===== config.mk =====
export PLATFORM = sky130hd
export DESIGN_NAME = ysyx_220053_axi_bridge_flat
export DESIGN_NICKNAME = d
export VERILOG_FILES = /design/src/rtl/ysyx_220053_axi_bridge_if.sv /design/src/rtl/ysyx_220053_axi_bridge.sv /design/src/flat_wrapper.sv
export SDC_FILE = /design/constraint.sdc
export NUM_CORES = 1
export LEC_CHECK = 0
export CORE_AREA = 2 2 225 227
export CTS_BUF_LIST = sky130_fd_sc_hd__clkbuf_4 sky130_fd_sc_hd__clkbuf_8
export CTS_CLUSTER_SIZE = 25
export DETAILED_ROUTE_END_ITERATION = 8
export DIE_AREA = 0 0 227 229
export HOLD_SLACK_MARGIN = 0.06
export PLACE_DENSITY = 0.63
export SYNTH_ARGS = -nofsm -noshare
export SYNTH_HDL_FRONTEND = slang
export SYNTH_SLANG_ARGS = --single-unit

===== constraint.sdc =====
create_clock -name clk -period 3.6 [get_ports clk]
set_input_delay 0.72 -clock clk [delete_from_list [all_inputs] [get_ports clk]]
set_output_delay 0.72 -clock clk [all_outputs]
set_load 0.03 [all_outputs]

===== src/rtl/ysyx_220053_axi_bridge_if.sv =====
// AXI4 master-side bus between ysyx_220053_axi_bridge and the memory/device fabric.
// Carries the five AXI channels: AW, W, B, AR and R. The data bus is 64 bits wide.
//   master modport: the bridge drives the valid/payload signals and the B/R ready signals.
//   slave modport : the fabric drives the address/write ready signals and the B/R responses.
interface ysyx_220053_axi_bridge_if #(
    parameter int unsigned AXI_ADDR_W = 32
);
    logic                  axi_awvalid;
    logic [AXI_ADDR_W-1:0] axi_awaddr;
    logic [3:0]            axi_awid;
    logic [7:0]            axi_awlen;
    logic [2:0]            axi_awsize;
    logic [1:0]            axi_awburst;
    logic                  axi_awready;

    logic                  axi_wvalid;
    logic [63:0]           axi_wdata;
    logic [7:0]            axi_wstrb;
    logic                  axi_wlast;
    logic                  axi_wready;

    logic                  axi_bvalid;
    logic [1:0]            axi_bresp;
    logic                  axi_bready;

    logic                  axi_arvalid;
    logic [AXI_ADDR_W-1:0] axi_araddr;
    logic [3:0]            axi_arid;
    logic [7:0]            axi_arlen;
    logic [2:0]            axi_arsize;
    logic [1:0]            axi_arburst;
    logic                  axi_arready;

    logic                  axi_rvalid;
    logic [63:0]           axi_rdata;
    logic [1:0]            axi_rresp;
    logic                  axi_rlast;
    logic                  axi_rready;

    modport master (
        output axi_awvalid, axi_awaddr, axi_awid, axi_awlen, axi_awsize, axi_awburst,
        input  axi_awready,
        output axi_wvalid, axi_wdata, axi_wstrb, axi_wlast,
        input  axi_wready,
        input  axi_bvalid, axi_bresp,
        output axi_bready,
        output axi_arvalid, axi_araddr, axi_arid, axi_arlen, axi_arsize, axi_arburst,
        input  axi_arready,
        input  axi_rvalid, axi_rdata, axi_rresp, axi_rlast,
        output axi_rready
    );

    modport slave (
        input  axi_awvalid, axi_awaddr, axi_awid, axi_awlen, axi_awsize, axi_awburst,
        output axi_awready,
        input  axi_wvalid, axi_wdata, axi_wstrb, axi_wlast,
        output axi_wready,
        output axi_bvalid, axi_bresp,
        input  axi_bready,
        input  axi_arvalid, axi_araddr, axi_arid, axi_arlen, axi_arsize, axi_arburst,
        output axi_arready,
        output axi_rvalid, axi_rdata, axi_rresp, axi_rlast,
        input  axi_rready
    );
endinterface


===== src/rtl/ysyx_220053_axi_bridge.sv =====
// Converts the cache arbiter's single-request memory interface into AXI4 master transactions.
// Cacheable requests move one 128-bit line as a 2-beat INCR burst. Device requests move a
// single 64-bit beat with a byte strobe. Completion goes back to the arbiter over a 4-phase
// valid/ready handshake.
// Ports:
//   clk, rst        clock and synchronous active-high reset
//   rw_addr_i       request byte address (low AXI_ADDR_W bits are driven out)
//   rw_req_i        1 = write, 0 = read
//   rw_valid_i      request valid, held by the requester until rw_ready_o is seen
//   rw_w_data_i     write line; device writes use [63:0]
//   rw_size_i       device byte strobe; ignored for line accesses
//   rw_dev_i        1 = device single beat, 0 = cache line burst
//   data_read_o     registered read result
//   rw_ready_o      transaction complete
//   err_o           sticky AXI error flag
//   axi             AXI4 master bus (master modport)
// Build option: define YSYX_220053_AXI_RESP_CHECK_EN to make err_o record non-OKAY
// rresp/bresp and rlast misplacement; when undefined err_o is tied low.
module ysyx_220053_axi_bridge #(
    parameter int unsigned AXI_ADDR_W = 32,
    parameter logic [3:0]  AXI_ID     = 4'd0
) (
    input  logic                    clk,
    input  logic                    rst,
    input  logic [63:0]             rw_addr_i,
    input  logic                    rw_req_i,
    input  logic                    rw_valid_i,
    input  logic [127:0]            rw_w_data_i,
    input  logic [7:0]              rw_size_i,
    input  logic                    rw_dev_i,
    output logic [127:0]            data_read_o,
    output logic                    rw_ready_o,
    output logic                    err_o,
    ysyx_220053_axi_bridge_if.master axi
);
    typedef enum logic [2:0] {
        StIdle, StRaddr, StRdata, StWaddr, StWdata, StWresp, StDone
    } state_e;

    localparam logic [AXI_ADDR_W-1:0] LineMask = ~AXI_ADDR_W'(15);
    localparam logic [AXI_ADDR_W-1:0] DevMask  = ~AXI_ADDR_W'(7);

    state_e                state_q, state_d;
    logic [AXI_ADDR_W-1:0] addr_q, addr_d;
    logic [127:0]          wline_q, wline_d;
    logic [7:0]            strb_q, strb_d;
    logic                  dev_q, dev_d;
    logic                  cnt_q, cnt_d;
    logic                  arvalid_q, arvalid_d;
    logic                  rready_q, rready_d;
    logic                  awvalid_q, awvalid_d;
    logic                  wvalid_q, wvalid_d;
    logic [63:0]           wdata_q, wdata_d;
    logic [7:0]            wstrb_q, wstrb_d;
    logic                  wlast_q, wlast_d;
    logic                  bready_q, bready_d;
    logic [127:0]          data_q, data_d;
    logic                  ready_q, ready_d;
    logic                  err_q, err_d;
    logic                  last_beat;

    // Upper address bits beyond the AXI width are intentionally dropped.
    logic unused_addr;
    assign unused_addr = ^rw_addr_i;

    // Device accesses are single beats (len 0); lines finish on the second beat.
    assign last_beat = dev_q | cnt_q;

    always_comb begin
        state_d   = state_q;
        addr_d    = addr_q;
        wline_d   = wline_q;
        strb_d    = strb_q;
        dev_d     = dev_q;
        cnt_d     = cnt_q;
        arvalid_d = arvalid_q;
        rready_d  = rready_q;
        awvalid_d = awvalid_q;
        wvalid_d  = wvalid_q;
        wdata_d   = wdata_q;
        wstrb_d   = wstrb_q;
        wlast_d   = wlast_q;
        bready_d  = bready_q;
        data_d    = data_q;
        unique case (state_q)
            StIdle: begin
                if (rw_valid_i) begin
                    addr_d  = rw_addr_i[AXI_ADDR_W-1:0] & (rw_dev_i ? DevMask : LineMask);
                    wline_d = rw_w_data_i;
                    strb_d  = rw_size_i;
                    dev_d   = rw_dev_i;
                    cnt_d   = 1'b0;
                    if (rw_req_i) begin
                        awvalid_d = 1'b1;
                        state_d   = StWaddr;
                    end else begin
                        arvalid_d = 1'b1;
                        state_d   = StRaddr;
                    end
                end
            end
            StRaddr: begin
                if (axi.axi_arready) begin
                    arvalid_d = 1'b0;
                    rready_d  = 1'b1;
                    state_d   = StRdata;
                end
            end
            StRdata: begin
                if (axi.axi_rvalid) begin
                    if (cnt_q) begin
                        data_d[127:64] = axi.axi_rdata;
                    end else begin
                        data_d[63:0] = axi.axi_rdata;
                        if (dev_q) data_d[127:64] = 64'h0;
                    end
                    if (last_beat) begin
                        rready_d = 1'b0;
                        cnt_d    = 1'b0;
                        state_d  = StDone;
                    end else begin
                        cnt_d = 1'b1;
                    end
                end
            end
            StWaddr: begin
                // W only starts once AW has been accepted.
                if (axi.axi_awready) begin
                    awvalid_d = 1'b0;
                    wvalid_d  = 1'b1;
                    wdata_d   = wline_q[63:0];
                    wstrb_d   = dev_q ? strb_q : 8'hFF;
                    wlast_d   = dev_q;
                    state_d   = StWdata;
                end
            end
            StWdata: begin
                if (axi.axi_wready) begin
                    if (wlast_q) begin
                        wvalid_d = 1'b0;
                        wlast_d  = 1'b0;
                        bready_d = 1'b1;
                        cnt_d    = 1'b0;
                        state_d  = StWresp;
                    end else begin
                        cnt_d   = 1'b1;
                        wdata_d = wline_q[127:64];
                        wlast_d = 1'b1;
                    end
                end
            end
            StWresp: begin
                if (axi.axi_bvalid) begin
                    bready_d = 1'b0;
                    state_d  = StDone;
                end
            end
            StDone: begin
                if (!rw_valid_i) state_d = StIdle;
            end
            default: state_d = StIdle;
        endcase
        // Completion is reported one cycle after entering DONE and only while the
        // requester still holds valid; dropping valid returns the bridge to IDLE.
        ready_d = (state_q == StDone) && rw_valid_i;
    end

`ifdef YSYX_220053_AXI_RESP_CHECK_EN
    always_comb begin
        err_d = err_q;
        if (state_q == StRdata && axi.axi_rvalid &&
            (axi.axi_rresp != 2'b00 || axi.axi_rlast != last_beat)) begin
            err_d = 1'b1;
        end
        if (state_q == StWresp && axi.axi_bvalid && axi.axi_bresp != 2'b00) begin
            err_d = 1'b1;
        end
    end
`else
    assign err_d = 1'b0;
    logic unused_resp;
    assign unused_resp = ^{axi.axi_rresp, axi.axi_bresp, axi.axi_rlast};
`endif

    always_ff @(posedge clk) begin
        if (rst) begin
            state_q   <= StIdle;
            addr_q    <= '0;
            wline_q   <= '0;
            strb_q    <= '0;
            dev_q     <= 1'b0;
            cnt_q     <= 1'b0;
            arvalid_q <= 1'b0;
            rready_q  <= 1'b0;
            awvalid_q <= 1'b0;
            wvalid_q  <= 1'b0;
            wdata_q   <= '0;
            wstrb_q   <= '0;
            wlast_q   <= 1'b0;
            bready_q  <= 1'b0;
            data_q    <= '0;
            ready_q   <= 1'b0;
            err_q     <= 1'b0;
        end else begin
            state_q   <= state_d;
            addr_q    <= addr_d;
            wline_q   <= wline_d;
            strb_q    <= strb_d;
            dev_q     <= dev_d;
            cnt_q     <= cnt_d;
            arvalid_q <= arvalid_d;
            rready_q  <= rready_d;
            awvalid_q <= awvalid_d;
            wvalid_q  <= wvalid_d;
            wdata_q   <= wdata_d;
            wstrb_q   <= wstrb_d;
            wlast_q   <= wlast_d;
            bready_q  <= bready_d;
            data_q    <= data_d;
            ready_q   <= ready_d;
            err_q     <= err_d;
        end
    end

    assign axi.axi_awvalid = awvalid_q;
    assign axi.axi_awaddr  = addr_q;
    assign axi.axi_awid    = AXI_ID;
    assign axi.axi_awlen   = dev_q ? 8'd0 : 8'd1;
    assign axi.axi_awsize  = 3'd3;
    assign axi.axi_awburst = 2'b01;
    assign axi.axi_wvalid  = wvalid_q;
    assign axi.axi_wdata   = wdata_q;
    assign axi.axi_wstrb   = wstrb_q;
    assign axi.axi_wlast   = wlast_q;
    assign axi.axi_bready  = bready_q;
    assign axi.axi_arvalid = arvalid_q;
    assign axi.axi_araddr  = addr_q;
    assign axi.axi_arid    = AXI_ID;
    assign axi.axi_arlen   = dev_q ? 8'd0 : 8'd1;
    assign axi.axi_arsize  = 3'd3;
    assign axi.axi_arburst = 2'b01;
    assign axi.axi_rready  = rready_q;

    assign data_read_o = data_q;
    assign rw_ready_o  = ready_q;
    assign err_o       = err_q;
endmodule


===== src/flat_wrapper.sv =====
// flat-port wrapper written by rule: the top's interface ports become plain ports
module ysyx_220053_axi_bridge_flat 
#(
    parameter int unsigned AXI_ADDR_W = 32,
    parameter logic [3:0]  AXI_ID     = 4'd0
)
  (clk, rst, rw_addr_i, rw_req_i, rw_valid_i, rw_w_data_i, rw_size_i, rw_dev_i, data_read_o, rw_ready_o, err_o, axi_axi_awvalid, axi_axi_awaddr, axi_axi_awid, axi_axi_awlen, axi_axi_awsize, axi_axi_awburst, axi_axi_awready, axi_axi_wvalid, axi_axi_wdata, axi_axi_wstrb, axi_axi_wlast, axi_axi_wready, axi_axi_bvalid, axi_axi_bresp, axi_axi_bready, axi_axi_arvalid, axi_axi_araddr, axi_axi_arid, axi_axi_arlen, axi_axi_arsize, axi_axi_arburst, axi_axi_arready, axi_axi_rvalid, axi_axi_rdata, axi_axi_rresp, axi_axi_rlast, axi_axi_rready);
  ysyx_220053_axi_bridge_if #(.AXI_ADDR_W(AXI_ADDR_W)) axi_i ();
  input  logic clk;
  input  logic rst;
  input  logic [63:0] rw_addr_i;
  input  logic rw_req_i;
  input  logic rw_valid_i;
  input  logic [127:0] rw_w_data_i;
  input  logic [7:0] rw_size_i;
  input  logic rw_dev_i;
  output logic [127:0] data_read_o;
  output logic rw_ready_o;
  output logic err_o;
  output wire logic [$bits(axi_i.axi_awvalid)-1:0] axi_axi_awvalid;
  output wire logic [$bits(axi_i.axi_awaddr)-1:0] axi_axi_awaddr;
  output wire logic [$bits(axi_i.axi_awid)-1:0] axi_axi_awid;
  output wire logic [$bits(axi_i.axi_awlen)-1:0] axi_axi_awlen;
  output wire logic [$bits(axi_i.axi_awsize)-1:0] axi_axi_awsize;
  output wire logic [$bits(axi_i.axi_awburst)-1:0] axi_axi_awburst;
  input wire logic [$bits(axi_i.axi_awready)-1:0] axi_axi_awready;
  output wire logic [$bits(axi_i.axi_wvalid)-1:0] axi_axi_wvalid;
  output wire logic [$bits(axi_i.axi_wdata)-1:0] axi_axi_wdata;
  output wire logic [$bits(axi_i.axi_wstrb)-1:0] axi_axi_wstrb;
  output wire logic [$bits(axi_i.axi_wlast)-1:0] axi_axi_wlast;
  input wire logic [$bits(axi_i.axi_wready)-1:0] axi_axi_wready;
  input wire logic [$bits(axi_i.axi_bvalid)-1:0] axi_axi_bvalid;
  input wire logic [$bits(axi_i.axi_bresp)-1:0] axi_axi_bresp;
  output wire logic [$bits(axi_i.axi_bready)-1:0] axi_axi_bready;
  output wire logic [$bits(axi_i.axi_arvalid)-1:0] axi_axi_arvalid;
  output wire logic [$bits(axi_i.axi_araddr)-1:0] axi_axi_araddr;
  output wire logic [$bits(axi_i.axi_arid)-1:0] axi_axi_arid;
  output wire logic [$bits(axi_i.axi_arlen)-1:0] axi_axi_arlen;
  output wire logic [$bits(axi_i.axi_arsize)-1:0] axi_axi_arsize;
  output wire logic [$bits(axi_i.axi_arburst)-1:0] axi_axi_arburst;
  input wire logic [$bits(axi_i.axi_arready)-1:0] axi_axi_arready;
  input wire logic [$bits(axi_i.axi_rvalid)-1:0] axi_axi_rvalid;
  input wire logic [$bits(axi_i.axi_rdata)-1:0] axi_axi_rdata;
  input wire logic [$bits(axi_i.axi_rresp)-1:0] axi_axi_rresp;
  input wire logic [$bits(axi_i.axi_rlast)-1:0] axi_axi_rlast;
  output wire logic [$bits(axi_i.axi_rready)-1:0] axi_axi_rready;
  assign axi_axi_awvalid = axi_i.axi_awvalid;
  assign axi_axi_awaddr = axi_i.axi_awaddr;
  assign axi_axi_awid = axi_i.axi_awid;
  assign axi_axi_awlen = axi_i.axi_awlen;
  assign axi_axi_awsize = axi_i.axi_awsize;
  assign axi_axi_awburst = axi_i.axi_awburst;
  assign axi_i.axi_awready = axi_axi_awready;
  assign axi_axi_wvalid = axi_i.axi_wvalid;
  assign axi_axi_wdata = axi_i.axi_wdata;
  assign axi_axi_wstrb = axi_i.axi_wstrb;
  assign axi_axi_wlast = axi_i.axi_wlast;
  assign axi_i.axi_wready = axi_axi_wready;
  assign axi_i.axi_bvalid = axi_axi_bvalid;
  assign axi_i.axi_bresp = axi_axi_bresp;
  assign axi_axi_bready = axi_i.axi_bready;
  assign axi_axi_arvalid = axi_i.axi_arvalid;
  assign axi_axi_araddr = axi_i.axi_araddr;
  assign axi_axi_arid = axi_i.axi_arid;
  assign axi_axi_arlen = axi_i.axi_arlen;
  assign axi_axi_arsize = axi_i.axi_arsize;
  assign axi_axi_arburst = axi_i.axi_arburst;
  assign axi_i.axi_arready = axi_axi_arready;
  assign axi_i.axi_rvalid = axi_axi_rvalid;
  assign axi_i.axi_rdata = axi_axi_rdata;
  assign axi_i.axi_rresp = axi_axi_rresp;
  assign axi_i.axi_rlast = axi_axi_rlast;
  assign axi_axi_rready = axi_i.axi_rready;
  ysyx_220053_axi_bridge #(.AXI_ADDR_W(AXI_ADDR_W), .AXI_ID(AXI_ID)) u_core (.clk(clk), .rst(rst), .rw_addr_i(rw_addr_i), .rw_req_i(rw_req_i), .rw_valid_i(rw_valid_i), .rw_w_data_i(rw_w_data_i), .rw_size_i(rw_size_i), .rw_dev_i(rw_dev_i), .data_read_o(data_read_o), .rw_ready_o(rw_ready_o), .err_o(err_o), .axi(axi_i));
endmodule

* Word-level counts from Yosys, hierarchy flattened *
Cells that the tools add are included.

word-level totals
  register bits = 380
  logic and storage cells = 108

operators by class
  reductions and logical operators = 22
  equal/unequal tests = 18
  multiplexer cells = 48
  bitwise operators = 3

operators by type and width
  cell                                                                     count
  64-bit 2-to-1 mux                                                        5
  64-bit one-hot mux with 2 select lines                                   1
  32-bit AND                                                               1
  4-bit AND reduction                                                      7
  3-bit 2-to-1 mux                                                         9
  1-bit 2-to-1 mux                                                         22
  3-bit one-hot mux with 7 select lines                                    1
  2-bit inequality test, second input constant                             10
  1-bit one-hot mux with 2 select lines                                    6
  2-bit nonzero test                                                       6
  3-bit equality test, second input constant                               3
  3-bit AND reduction                                                      3
  9-bit AND reduction                                                      1
  8-bit 2-to-1 mux                                                         1
  3-bit by 2-bit equality test with 1-bit output, second input constant    2
  4-bit 2-to-1 mux                                                         1
  2-bit by 1-bit inequality test with 1-bit output, second input constant  2
  2-bit AND reduction                                                      2
  3-bit by 1-bit equality test with 1-bit output, second input constant    1
  3-bit zero test                                                          1
  1-bit one-hot mux with 3 select lines                                    1
  3-bit nonzero test                                                       1
  2-bit 2-to-1 mux                                                         1
  1-bit logical AND                                                        1
  other kinds (2)                                                          2

* Longest topological paths before layout *
  depth in word-level cells = 4
  gate-level depth with buffers = 7

* Worst setup path before layout *
No wires, ideal clock.

  path kind = input -> register
  start point = input rst
  end point = register u_core.wdata_q[10] (netlist: u_core.axi.axi_wdata[10])
  setup slack = 1.776 ns
  arrival time = 1.678 ns
  library setup time = 0.146 ns
  path buffers = 3
  stages on the path = 4
  cell sequence = clkbuf_1 clkbuf_1 clkbuf_1 a211oi_2

RTL lines
  item                  RTL line                       RTL
  from (decl)           flat_wrapper.sv:10             input logic rst;
  to (signal assigned)  ysyx_220053_axi_bridge.sv:215  wdata_q <= wdata_d;
  to (decl)             ysyx_220053_axi_bridge.sv:53   logic [63:0] wdata_q, wdata_d;

No word-level cell between the ends.

* Worst setup path in the final report *
  start point = register u_core.dev_q
  end point = output axi_axi_awlen[0]

on the way
  cells in the longest elaborated chain, start to end = 1

ends and longest elaborated chain
  item                    RTL line                       RTL
  from (decl)             ysyx_220053_axi_bridge.sv:47   logic dev_q, dev_d;
  from (signal assigned)  ysyx_220053_axi_bridge.sv:209  dev_q <= dev_d;
  1-bit 2-to-1 mux        ysyx_220053_axi_bridge.sv:228  assign axi.axi_awlen = dev_q ? 8'd0 : 8'd1;
  to (decl)               flat_wrapper.sv:23             output wire logic [$bits(axi_i.axi_awlen)-1:0] axi_axi_awlen;

Every way passes these cells.

==> metrics <==
global-route congestion overflow total 0; Detail Route Antenna Nets 0; cell taking the most area after synthesis sky130_fd_sc_hd__dfxtp_1; worst rel slew slack 0.4259; fraction of synthesis flops using an asynchronous set or reset pin 0; minimum setup slack among reg-to-reg paths 1230 ps; Final Util 0.4296; #FFs+latches synth 377; Clock Tree Root sky130_fd_sc_hd__clkbuf_8; cell count of the worst hold path 2; critical-path cell list inv_1 -> clkdlybuf4s50_1; final net count 2402; Die X 227 um; count of cells resized by post-cts repair 0; First DRT Iteration DRCs 730; Maximum Capacitance Violations 0; via count of the first global-routing pass 12930; height of the die about 230 um; number of sinks handled by clock tree synthesis 377; clock-pin slew of the registers on the worst-case setup and hold paths 60 ps; Cell Area, Synth 14670 um^2; CTS tree done; final-report hold violation count 0; Core Region roughly 50000 um^2; Post-Syn Area per Cell 8.706 um^2; clock skew 23.37 ps; number of levels the H-tree was split into 3; TNS Setup 0 ps; highest clock frequency the design can meet between 300 and 400 MHz; synthesized instance count 1685; number of buffers created by CTS 69; endpoint of the lowest-slack register-to-register path u_core.wline_q[79]; category of the worst setup path capture point output port; first drt pass iteration count 5; Leak ~7.3 nW; critical path fanouts, max 10; minimum setup slack in the final design 761.3 ps; hold worst-path end u_core.data_read_o[47]; IR Drop Worst-Case VDD 0.3536 mV; Initial Utilization 0.2954; HPWL Detailed approximately 32 mm; Fill cells 4876; Post-synth EDFFs 0; Place WS 767.1 ps; Tcrit/Tclk final 0.7885; GRT Overall Usage 0.1744; worst-path cell with the longest stage delay sky130_fd_sc_hd__clkdlybuf4s50_1; top area cells in the synthesized netlist sky130_fd_sc_hd__dfxtp_1, sky130_fd_sc_hd__nand2_1, sky130_fd_sc_hd__a21oi_1; delay of the slowest cell on the worst path between 600 and 700 ps; number of setup buffers added after CTS 0; top flip-flop cell by instance count after synthesis sky130_fd_sc_hd__dfxtp_1; area occupied by multi-input gates between 6000 and 7000 um^2; run status completed; total power per unit cell area 657.4 nW/um^2; number of antenna violations at the first check in global routing 3; startpoint type of the worst setup path register; ratio of routed vias to standard cells 4.599; final-report setup violation count 0; Worst-Margin Slew between 800 and 900 ps; data arrival time of the critical path 2120 ps; unrepaired setup endpoints after global routing no; pin count of the biggest net entering global routing approximately 130; Yosys warning count 0; final-report max-slew violation count 0; Skew-Pair Late Insertion Delay between 600 and 700 ps; row count 82; count of cell types in the netlist 41; gp weighted congestion 0.8259; share of final-layout standard cells stronger than drive strength 1 0.1002; quantity of I/O buffers inserted on ports 505; Hold WC Path Type register to register; part of the Yosys area used for sequential elements 0.5145; launch instance of the worst min-delay path u_core.data_read_o[47]; wire length per cell after detailed routing 16.49 um; DRC violations left 0; FF/Latch Area 7547 um^2; number of buffers on the longest clock path 3; launch point of the worst reg-to-reg path u_core.state_q[2]; final critical-path required period 2839 ps; number of vias after detailed routing about 13000; first-pass GRT wire length 71.68 mm; boundary pin count 585; Data required, critical path 2880 ps; area enclosed by the die boundary just over 50000 um^2; critical path start-end classification register to output port; number of cell instances on the worst register-to-register path 5; # hold bufs at CTS 0; Synth top area share 0.5145; routed wire length roughly 47 mm; area growth from synthesis to layout 45.40%
-- layout by cell type (no fill, tap or decap), drive strengths merged, types with 3 or more instances in the layout --
| master | synthesis | layout |
|---|---|---|
| nor3b | 3 | 3 |
| conb | 2 | 39 |
| o21ai | 12 | 12 |
| nor4b | 5 | 5 |
| clkinvlp | 0 | 3 |
| a311oi | 3 | 3 |
| nor2 | 137 | 137 |
| mux2i | 69 | 69 |
| clkbuf | 60 | 105 |
| a211oi | 65 | 65 |
| clkinv | 0 | 4 |
| inv | 5 | 6 |
| dfxtp | 377 | 377 |
| a22oi | 64 | 64 |
| clkdlybuf4s50 | 0 | 504 |
| nand2 | 462 | 462 |
| a21oi | 244 | 244 |
| buf | 144 | 29 |
| diode | 0 | 3 |
| nand2b | 12 | 12 |
| nor3 | 3 | 3 |
-- cells by family (layout without fill, tap and decap cells) --
group / count (synthesis) / in the layout / share of synthesized area
buffers and inverters: 209 / 653 / 0.08537
and+or+nand+nor: 632 / 632 / 0.1708
other: 2 / 42 / 0.0005119
muxes: 69 / 69 / 0.04708
DFF: 377 / 377 / 0.5145
adders and majority gates: 1 / 1 / 0.0008527
AOI/OAI and AO/OA: 395 / 395 / 0.1809
-- cell usage after synthesis (2+ instances only) --
cell / instances
sky130_fd_sc_hd__nor4b_1: 4
sky130_fd_sc_hd__nor3_1: 2
sky130_fd_sc_hd__mux2i_1: 69
sky130_fd_sc_hd__dfxtp_1: 377
sky130_fd_sc_hd__nand2b_1: 12
sky130_fd_sc_hd__a211oi_2: 64
sky130_fd_sc_hd__clkbuf_1: 60
sky130_fd_sc_hd__buf_6: 9
sky130_fd_sc_hd__nor2_1: 137
sky130_fd_sc_hd__buf_8: 2
sky130_fd_sc_hd__conb_1: 2
sky130_fd_sc_hd__nor3b_1: 2
sky130_fd_sc_hd__buf_1: 3
sky130_fd_sc_hd__nand3b_1: 2
sky130_fd_sc_hd__nand2_1: 462
sky130_fd_sc_hd__buf_4: 86
sky130_fd_sc_hd__inv_1: 5
sky130_fd_sc_hd__a311oi_1: 3
sky130_fd_sc_hd__o21ai_0: 11
sky130_fd_sc_hd__nand3_1: 2
sky130_fd_sc_hd__a22oi_1: 64
sky130_fd_sc_hd__a21oi_1: 244
sky130_fd_sc_hd__buf_2: 44
sky130_fd_sc_hd__a31o_2: 2
-- through the flow --
step / hold slack, ps / area (um^2) / cells / power [W]
after floorplan: 432.8 / 14810 / 1722 / 0.008321
after global placement: 440.1 / 19890 / 2723 / 0.009820
after detailed placement: 446.0 / 19890 / 2723 / 0.009905
after CTS: 453.3 / 21320 / 2838 / 0.01424
after global routing: 467.4 / 21330 / 2841 / 0.01479
final: 451.2 / 21330 / 2841 / 0.01402
-- report_power, final --
group | internal [W] | switching [W] | leakage [nW]
Combinational | 0.00177 | 0.00273 | 3.49
Clock | 0.00248 | 0.00178 | 0.755
Sequential | 0.00483 | 0.000430 | 3.07
-- sequential cells by signal, indices dropped and copies added, names as in the netlist, 3 cells and up --
name	count
u_core.data_read_o	128
u_core.state_q	3
u_core.axi.axi_wstrb	8
u_core.axi.axi_araddr	29
u_core.wline_q	128
u_core.axi.axi_wdata	64
u_core.strb_q	8
-- worst max-delay path by stage --
stage / from / endpoint / slack, ps / depth (start not counted)
2_1_floorplan: rst / u_core.axi.axi_wdata[10] / 1780 / 4
3_3_place_gp: axi_axi_rvalid / u_core.data_read_o[17] / 830 / 6
3_5_place_dp: axi_axi_rvalid / u_core.data_read_o[40] / 770 / 6
4_1_cts: u_core.dev_q / axi_axi_arlen[0] / 670 / 2
5_1_grt: u_core.dev_q / axi_axi_arlen[0] / 640 / 2
6_report: u_core.dev_q / axi_axi_awlen[0] / 760 / 2
-- final cells by class --
class	instances	share of cell area
sequential	377	0.3538
multi-input combinational	1136	0.2840
timing repair buffer	533	0.2541
clock buffer	105	0.06218
tap	672	0.03942
clock inverter	10	0.005221
inverter	5	0.0008799
antenna	3	0.0003519
-- worst max-delay path, delay by kind of cell (launching register included) --
| family | cells | cell delay, ps |
|---|---|---|
| flops | 1 | 550 |
| buf+inv | 2 | 930 |
-- routing by layer --
layer	GRT usage	part of all wire	vias to the layer above	routed length (um)
li1	-	-	6402	-
met4	0.07455	0.032	0	1511
met2	0.2889	0.48	412	22670
met5	0	0	-	0
met3	0.05221	0.074	91	3490
met1	0.2086	0.41	6161	19180
No activity file was read; power rests on OpenSTA's default activity.
